===== src/rtl/puzzle_game_ctrl.sv =====
// -----------------------------------------------------------------------------
// puzzle_game_ctrl
//
// Top-level sequencer for the 2x2 sliding-puzzle datapath. Converts debounced
// push-button levels into the game phase code, single-cycle one-hot move
// pulses and the preset board word loaded by the puzzle engine. It also counts
// the moves of the current game and times the win display.
//
// FSM states (o_game_status encoding):
//   state           | meaning
//   ST_CHOSE_BOARD  | 00: idle, btn_sel cycles the preset, btn_start begins
//   ST_GAMING       | 01: direction edges become act pulses, watch win_flag
//   ST_GAME_INITIAL | 10: 2-cycle settle while the engine loads the board
//   ST_WINNED       | 11: win display for WIN_HOLD cycles or until btn_start
//
// Ports:
//   i_clk_d          divided system clock, all state on the rising edge
//   i_rst_n          asynchronous active-low reset
//   i_btn_start      debounced level: start / abort / skip win display
//   i_btn_sel        debounced level: cycle the preset board
//   i_btn_dir[3:0]   debounced levels: [0] up, [1] right, [2] down, [3] left
//   i_win_flag       registered solved indication from the engine
//   o_game_status    phase code, see table above
//   o_act[3:0]       one-hot move pulse, one cycle wide
//   o_origin_board   preset board selected by o_board_idx (one cycle later)
//   o_board_idx      current preset index
//   o_move_cnt       moves issued in the current game, saturating at 1023
// -----------------------------------------------------------------------------
module puzzle_game_ctrl #(
    parameter int unsigned WIN_HOLD = 1000,
    parameter logic [11:0] BOARD0   = 12'b000_001_010_011,
    parameter logic [11:0] BOARD1   = 12'b001_000_011_010,
    parameter logic [11:0] BOARD2   = 12'b010_011_000_001,
    parameter logic [11:0] BOARD3   = 12'b011_010_001_000
) (
    input  logic        i_clk_d,
    input  logic        i_rst_n,
    input  logic        i_btn_start,
    input  logic        i_btn_sel,
    input  logic [3:0]  i_btn_dir,
    input  logic        i_win_flag,
    output logic [1:0]  o_game_status,
    output logic [3:0]  o_act,
    output logic [11:0] o_origin_board,
    output logic [1:0]  o_board_idx,
    output logic [9:0]  o_move_cnt
);

    typedef enum logic [1:0] {
        ST_CHOSE_BOARD  = 2'b00,
        ST_GAMING       = 2'b01,
        ST_GAME_INITIAL = 2'b10,
        ST_WINNED       = 2'b11
    } state_t;

    localparam logic [15:0] HOLD_LAST = 16'(WIN_HOLD - 1);
    localparam logic [9:0]  CNT_MAX   = 10'd1023;
    localparam logic [1:0]  COOL_LEN  = 2'd2;

    // -------------------------------------------------------------------------
    // Button edge detection
    // -------------------------------------------------------------------------
    logic       r_start_q;
    logic       r_sel_q;
    logic [3:0] r_dir_q;
    // Low for the first cycle after reset release so that a button held
    // through reset is only captured into the history registers, never seen
    // as a fresh press.
    logic       r_armed;

    logic       w_start_e;
    logic       w_sel_e;
    logic [3:0] w_dir_e;

    always_ff @(posedge i_clk_d or negedge i_rst_n) begin
        if (!i_rst_n) begin
            r_start_q <= 1'b0;
            r_sel_q   <= 1'b0;
            r_dir_q   <= 4'b0000;
            r_armed   <= 1'b0;
        end else begin
            r_start_q <= i_btn_start;
            r_sel_q   <= i_btn_sel;
            r_dir_q   <= i_btn_dir;
            r_armed   <= 1'b1;
        end
    end

    assign w_start_e = r_armed & i_btn_start & ~r_start_q;
    assign w_sel_e   = r_armed & i_btn_sel   & ~r_sel_q;
    assign w_dir_e   = {4{r_armed}} & i_btn_dir & ~r_dir_q;

    // Lowest set bit wins among simultaneous direction edges.
    logic [3:0] w_act_sel;

    always_comb begin
        w_act_sel = 4'b0000;
        if (w_dir_e[0]) begin
            w_act_sel = 4'b0001;
        end else if (w_dir_e[1]) begin
            w_act_sel = 4'b0010;
        end else if (w_dir_e[2]) begin
            w_act_sel = 4'b0100;
        end else if (w_dir_e[3]) begin
            w_act_sel = 4'b1000;
        end
    end

    // -------------------------------------------------------------------------
    // Game sequencer
    // -------------------------------------------------------------------------
    state_t      r_state;
    logic [3:0]  r_act;
    logic [1:0]  r_board_idx;
    logic [9:0]  r_move_cnt;
    logic [1:0]  r_cool;       // cycles left in which direction edges are dropped
    logic        r_init_cnt;   // GAME_INITIAL down-counter, terminal count 0
    logic [15:0] r_hold;       // WINNED up-counter, leaves at HOLD_LAST

    always_ff @(posedge i_clk_d or negedge i_rst_n) begin
        if (!i_rst_n) begin
            r_state     <= ST_CHOSE_BOARD;
            r_act       <= 4'b0000;
            r_board_idx <= 2'd0;
            r_move_cnt  <= 10'd0;
            r_cool      <= 2'd0;
            r_init_cnt  <= 1'b0;
            r_hold      <= 16'd0;
        end else begin
            r_act <= 4'b0000;
            case (r_state)
                ST_CHOSE_BOARD: begin
                    if (w_start_e) begin
                        r_state    <= ST_GAME_INITIAL;
                        r_move_cnt <= 10'd0;
                        r_init_cnt <= 1'b1;
                    end else if (w_sel_e) begin
                        r_board_idx <= r_board_idx + 2'd1;
                    end
                end

                ST_GAME_INITIAL: begin
                    if (r_init_cnt == 1'b0) begin
                        r_state <= ST_GAMING;
                        r_cool  <= 2'd0;
                    end else begin
                        r_init_cnt <= r_init_cnt - 1'b1;
                    end
                end

                ST_GAMING: begin
                    if (w_start_e) begin
                        r_state <= ST_CHOSE_BOARD;
                        r_cool  <= 2'd0;
                    end else if (r_cool != 2'd0) begin
                        // Edges and win_flag are not acted on here; win_flag is
                        // a level, so it is picked up once the cooldown ends.
                        r_cool <= r_cool - 2'd1;
                    end else if (i_win_flag) begin
                        r_state <= ST_WINNED;
                        r_hold  <= 16'd0;
                    end else if (w_dir_e != 4'b0000) begin
                        r_act  <= w_act_sel;
                        r_cool <= COOL_LEN;
                        if (r_move_cnt != CNT_MAX) begin
                            r_move_cnt <= r_move_cnt + 10'd1;
                        end
                    end
                end

                ST_WINNED: begin
                    if (w_start_e || (r_hold == HOLD_LAST)) begin
                        r_state <= ST_CHOSE_BOARD;
                        r_hold  <= 16'd0;
                    end else begin
                        r_hold <= r_hold + 16'd1;
                    end
                end

                default: begin
                    r_state <= ST_CHOSE_BOARD;
                end
            endcase
        end
    end

    // -------------------------------------------------------------------------
    // Preset board register, follows the index one cycle later
    // -------------------------------------------------------------------------
    logic [11:0] r_origin_board;

    always_ff @(posedge i_clk_d or negedge i_rst_n) begin
        if (!i_rst_n) begin
            r_origin_board <= BOARD0;
        end else begin
            case (r_board_idx)
                2'd0:    r_origin_board <= BOARD0;
                2'd1:    r_origin_board <= BOARD1;
                2'd2:    r_origin_board <= BOARD2;
                default: r_origin_board <= BOARD3;
            endcase
        end
    end

    assign o_game_status  = r_state;
    assign o_act          = r_act;
    assign o_origin_board = r_origin_board;
    assign o_board_idx    = r_board_idx;
    assign o_move_cnt     = r_move_cnt;

endmodule


===== config.mk =====
export PLATFORM = sky130hd
export DESIGN_NAME = puzzle_game_ctrl
export DESIGN_NICKNAME = d
export VERILOG_FILES = /design/src/rtl/puzzle_game_ctrl.sv
export SDC_FILE = /design/constraint.sdc
export NUM_CORES = 1
export LEC_CHECK = 0
export ABC_AREA = 1
export CAP_MARGIN = 0
export CORE_ASPECT_RATIO = 0.75
export CORE_MARGIN = 2
export CORE_UTILIZATION = 50
export DETAILED_ROUTE_END_ITERATION = 10
export GPL_TIMING_DRIVEN = 0
export PLACE_DENSITY = 0.78
export SYNTH_ARGS = -nofsm -noshare
export SYNTH_HDL_FRONTEND = slang
export SYNTH_SLANG_ARGS = --single-unit

===== constraint.sdc =====
create_clock -name i_clk_d -period 1.7 [get_ports i_clk_d]
set_input_delay 0.34 -clock i_clk_d [delete_from_list [all_inputs] [get_ports i_clk_d]]
set_output_delay 0.34 -clock i_clk_d [all_outputs]
set_load 0.02 [all_outputs]

Yosys cells after proc, flatten, opt, wreduce, memory -nomap -nowiden
Index checks and enable logic that the tools add are counted.
{ "totals": {"reg_bits": 55, "inputBits": 9, "output_inout_bits": 30, "word_cells": 100} }
{ "classes": {"add_sub_neg": 5, "n_eq_ne": 20, "muxes": 38, "n_bitwise": 10, "reduce_logical": 15} }
{ "ops": {"columns": ["operator", "count"], "rows": [
  ["two-way mux 16 bit", 4],
  ["two-way mux 10 bit", 6],
  ["two-way mux 4 bit", 9],
  ["case mux 11 bit (3 select lines)", 1],
  ["case mux 16 bit (2 select lines)", 1],
  ["two-way mux 2 bit", 11],
  ["case mux 10 bit (2 select lines)", 1],
  ["!= test 2 bit (second input constant)", 9],
  ["adder 16 x 1 -> 16 bit (second input constant)", 1],
  ["equality test 16 x 10 -> 1 bit (second input constant)", 1],
  ["adder 10 x 1 -> 10 bit (second input constant)", 1],
  ["!= test 10 bit (second input constant)", 1],
  ["nonzero test 2 bit", 5],
  ["AND 4 bit", 2],
  ["!= test 4 bit (second input constant)", 2],
  ["case mux 2 bit (4 select lines)", 1],
  ["AND reduction 4 bit", 2],
  ["AND reduction 7 bit", 1],
  ["equality test 2 bit (second input constant)", 3],
  ["!= test 3 bit (second input constant)", 2],
  ["AND reduction 5 bit", 1],
  ["AND 1 bit", 4],
  ["equality test 2 x 1 -> 1 bit (second input constant)", 2],
  ["logical NOT 2 bit", 2],
  ["12 further kinds", 15]
]} }

Depth between registers and ports, before layout
{ "depth": {"ltp_word": 11, "ltp_mapped": 13, "mapped_depth_nobuf": 11} }

Worst setup path after synthesis
Ideal clock, no wire load.
{ "synth_timing": {"kind": "reg2reg", "startpoint": "reg r_state[1], in the netlist o_game_status[1]", "endpoint": "reg r_move_cnt[0], in the netlist o_move_cnt[0]", "setup_time_ns": 0.117, "arrival_time_ns": 1.647, "t_required_ns": 1.583, "setup_slack_ns": -0.064, "stages_incl_launch_ff": 13, "path_buffers": 2, "period_less_slack_ns": 1.764, "cell_sequence": "dfrtp_1 inv_1 ha_1 buf_6 inv_6 buf_12 nand2_2 nand2_2 inv_2 nor2_4 nand3_2 nand2_1 nand2_1"} }
{ "synth_between": {"elab_chain_len": 3, "elab_cells_between_ends": 11, "classes_between": "eq/ne: 7; mux: 1; reduce/logical: 3"} }
{ "synth_lines": {"columns": ["item", "line", "text"], "rows": [
  ["start: declaration", "112", "state_t r_state;"],
  ["start signal: assignment", "122", "r_state <= ST_CHOSE_BOARD;"],
  ["start signal: assignment", "134", "r_state <= ST_GAME_INITIAL;"],
  ["start signal: assignment", "144", "r_state <= ST_GAMING;"],
  ["equality test 2 x 1 -> 1 bit or logical NOT 2 bit (tied branches)", "131", "case (r_state)"],
  ["!= test 2 bit (no source line) or nonzero test 2 bit (tied branches)", null, null],
  ["AND reduction 7 bit (no source line)", null, null],
  ["end signal: assignment", "166", "r_move_cnt <= r_move_cnt + 10'd1;"],
  ["end: declaration", "115", "logic [9:0] r_move_cnt;"]
]} }
Several ways; a longest one is shown, not always the timed one.
A chain may end at the register's enable or synchronous reset.

Worst setup path in the final report
{ "layout_timing": {"startpoint": "reg r_state[0], in the netlist o_game_status[0]", "endpoint": "reg r_hold[5]"} }
{ "layout_between": {"elab_chain_len": 3, "elab_cells_between_ends": 8, "classes_between": "eq/ne: 5; mux: 1; reduce/logical: 2"} }
{ "layout_lines": {"columns": ["item", "line", "text"], "rows": [
  ["equality test 2 x 1 -> 1 bit or equality test 2 bit (tied branches)", "131", null],
  ["!= test 2 bit (no source line) or nonzero test 2 bit (tied branches)", null, null],
  ["AND reduction 4 bit (no source line)", null, null],
  ["end signal: assignment", "176", "r_hold <= r_hold + 16'd1;"],
  ["end: declaration", "118", "logic [15:0] r_hold;"]
]} }
Several ways; a longest one is shown, not always the timed one.

==> results_dict.tcl <==
set metrics [dict create \
    drtIter0Drc 112 \
    htree_num_levels 2 \
    ant_nets 0 \
    fin_area_sq_um 3730 \
    antenna_found_initial 0 \
    synth-seq-area-share 0.411 \
    cp-end-kind "flop" \
    dr.pass1.iters 4 \
    clockRootBuffer "clkbuf_8" \
    setup_viol 0 \
    clk_latency_ns 0.31 \
    syn_to_final_growth_pct 27.4 \
    netlist.area_leader.share 0.393 \
    postLayoutCoreUtil 0.651 \
    critPathMostFrequentCell "nand2_1" \
    path_clk_slew_ns 0.09 \
    grt_overflow_total 0 \
    skew_ns 0.00711 \
    start_util 0.511 \
    crit_slowest_cell "dfrtp_2" \
    gp_congestion 0.888 \
    cts_made_buffers 5 \
    io_buffers 34 \
    layout_worst_path_cycle_share 0.987 \
    startpoint_type "flop" \
    ir_drop_mv 1.05 \
    via_count 2557 \
    ff2ff_path_depth 10 \
    worstPathRequired_ns 1.94 \
    ys_warn_count 0 \
    hpwl_um 4290 \
    first_global_vias 2273 \
    synth_common_cells "nand2_1, nor2_1, dfrtp_1, inv_1, nand3_1" \
    rows 24 \
    viasPerCell 4.83 \
    hp-class "input pin to async pin" \
    path_delay_family "simple AND/OR/NAND/NOR gates" \
    synth-seq-cells 48 \
    synth_top_area_cell "dfrtp_1" \
    die_w_um 92.4 \
    final_max_slew_viol_count 0 \
    drive_above_1_share 0.173 \
    hold_viol 0 \
    wl_um 6080 \
    synth_cell_types 35 \
    path_max_fanout 8 \
    grt_first_pass_wirelength_um 10100 \
    drc 0 \
    cts_tree "yes" \
    cts-root-to-sink-buffers 2 \
    drv_cap 0 \
    cp_num_buf_inv 2 \
    cpPeakStageDelay_ns 0.46 \
    rsz0062_at_grt "yes" \
    cp-startpoint "o_game_status[0]$_DFFE_PN0P_" \
    die_height_um 70.3 \
    critPathKind "flop to flop" \
    netlist_top_cells_area "dfrtp_1, nand2_1, nor2_1, inv_1, ha_1" \
    r2r-start "o_game_status[0]$_DFFE_PN0P_" \
    fp.coreArea_sq_um 5740 \
    die_area_sq_um 6500 \
    final_nets 471 \
    synth-async-reset-ratio 1.00 \
    placed_area_sq_um 3400 \
    power.density_nw_per_um2 1290 \
    fmax_mhz 596 \
    synth_most_common_cell "nand2_1" \
    cts_sinks 48 \
    antenna_cells 0 \
    ios 39 \
    grt.total_usage 0.194 \
    synth_edf_count 0 \
    nFillCells 471 \
    run_status "finished, final reports clean" \
    avgSynthCellArea_sq_um 7.50 \
    grt_start_max_net_pins 39 \
    rrSetupSlack_ns 0.02 \
    path_cells "ha_4 > buf_8 > nand2_2 > nand3_4 > nor2_4 > buf_6 > nand3_1 > nand2_1 > nand2_1 > nor2_1" \
    r2r-end "r_hold[5]$_DFFE_PN0P_" \
    yosys_most_used_dff "dfrtp_1" \
    netlist_instances 391 \
    worstPathArrival_ns 1.92 \
    post-route-min-period_ns 1.68 \
    synth_area_sq_um 2930 \
    wl_per_cell_um 11.5 \
    p_leak_nw 1.90 \
]
## power breakdown
part / internal (mW) / leakage [nW] / switching, mW / total, mW
registers: 1.31 / 0.627 / 0.148 / 1.46
logic: 1.01 / 1.21 / 1.39 / 2.40
clock network: 0.588 / 0.0654 / 0.378 / 0.966
## registers in the layout, summed over array words and instances (netlist names)
register / flops
r_hold: 16
r_cool: 2
r_start_q: 1
o_game_status: 2
r_init_cnt: 1
r_sel_q: 1
o_board_idx: 2
o_origin_board: 4
o_move_cnt: 10
r_dir_q: 4
o_act: 4
r_armed: 1
## per-layer routing
metal,GRT usage,part of all wire,vias to the layer above
met2,0.294,0.44,59
met1,0.279,0.50,1169
met3,0.0367,0.044,7
met5,0,0,-
met4,0.0697,0.012,0
li1,-,-,1322
## what timing repair did
action                                  in CTS  in global routing
endpoints found under the setup margin      36                 29
setup buffers                                1                 10
hold buffers                                 1                  0
endpoints found under the hold margin       10                  0
gates cloned                                 1                  1
pin swaps                                    5                 15
resized for setup                           19                 28
## layout by cell type (no fill, tap or decap), types with 5 or more instances in the layout
cell	instances
ha_1	10
nand4_1	9
dlygate4sd2_1	15
a21oi_1	5
nand3_1	26
conb_1	5
nand2_2	9
dfrtp_1	43
nor2_1	55
nand2_1	122
nor2_4	6
buf_4	19
inv_1	42
clkdlybuf4s50_1	14
clkbuf_8	5
## cell families (layout without fill, tap and decap cells)
family          Yosys count  count (layout)  synth area share
flops                    48              48             0.411
xor+xnor                  4               4            0.0120
fa+ha+maj                12              12            0.0512
simple gates            251             252             0.393
buf+inv                  60             116             0.102
other cells               2               5           0.00256
compound gates           14              14            0.0286
## final cells by class
cell class | instances | area (sq um) | share of cell area
clock inverters | 2 | 60.1 | 0.0161
multi-input cells | 287 | 1530 | 0.411
inverters | 47 | 184 | 0.0493
well taps | 78 | 97.6 | 0.0261
flip-flops and latches | 48 | 1210 | 0.323
plain buffers | 13 | 129 | 0.0345
repair buffers | 48 | 450 | 0.121
clock buffers | 6 | 72.6 | 0.0194
## how the worst max path moves through the flow
stage	endpoint	slack (ns)	depth (start not counted)
floorplan	o_move_cnt[0]$_DFFE_PN0P_	0.01	11
global placement	o_game_status[1]$_DFFE_PN0P_	-1.26	1
detailed placement	o_move_cnt[3]$_DFFE_PN0P_	-0.24	8
CTS	r_hold[3]$_DFFE_PN0P_	0.003	12
global route	r_hold[3]$_DFFE_PN0P_	-0.09	10
finish	r_hold[5]$_DFFE_PN0P_	0.02	10
## per-stage QoR
step,hold slack [ns],setup TNS (ns),setup WS (ns),cells,total power [mW]
final,0.424,0,0.0220,529,4.82
after global routing,0.438,-0.909,-0.0876,529,5.14
after CTS,0.421,0,0.00317,518,4.49
after detailed placement,0.231,-3.38,-0.235,507,3.47
after global placement,0.420,-54.26,-1.26,506,3.42
after floorplan,0.0444,0,0.00974,394,2.84
Power figures use the tool's default switching activity.
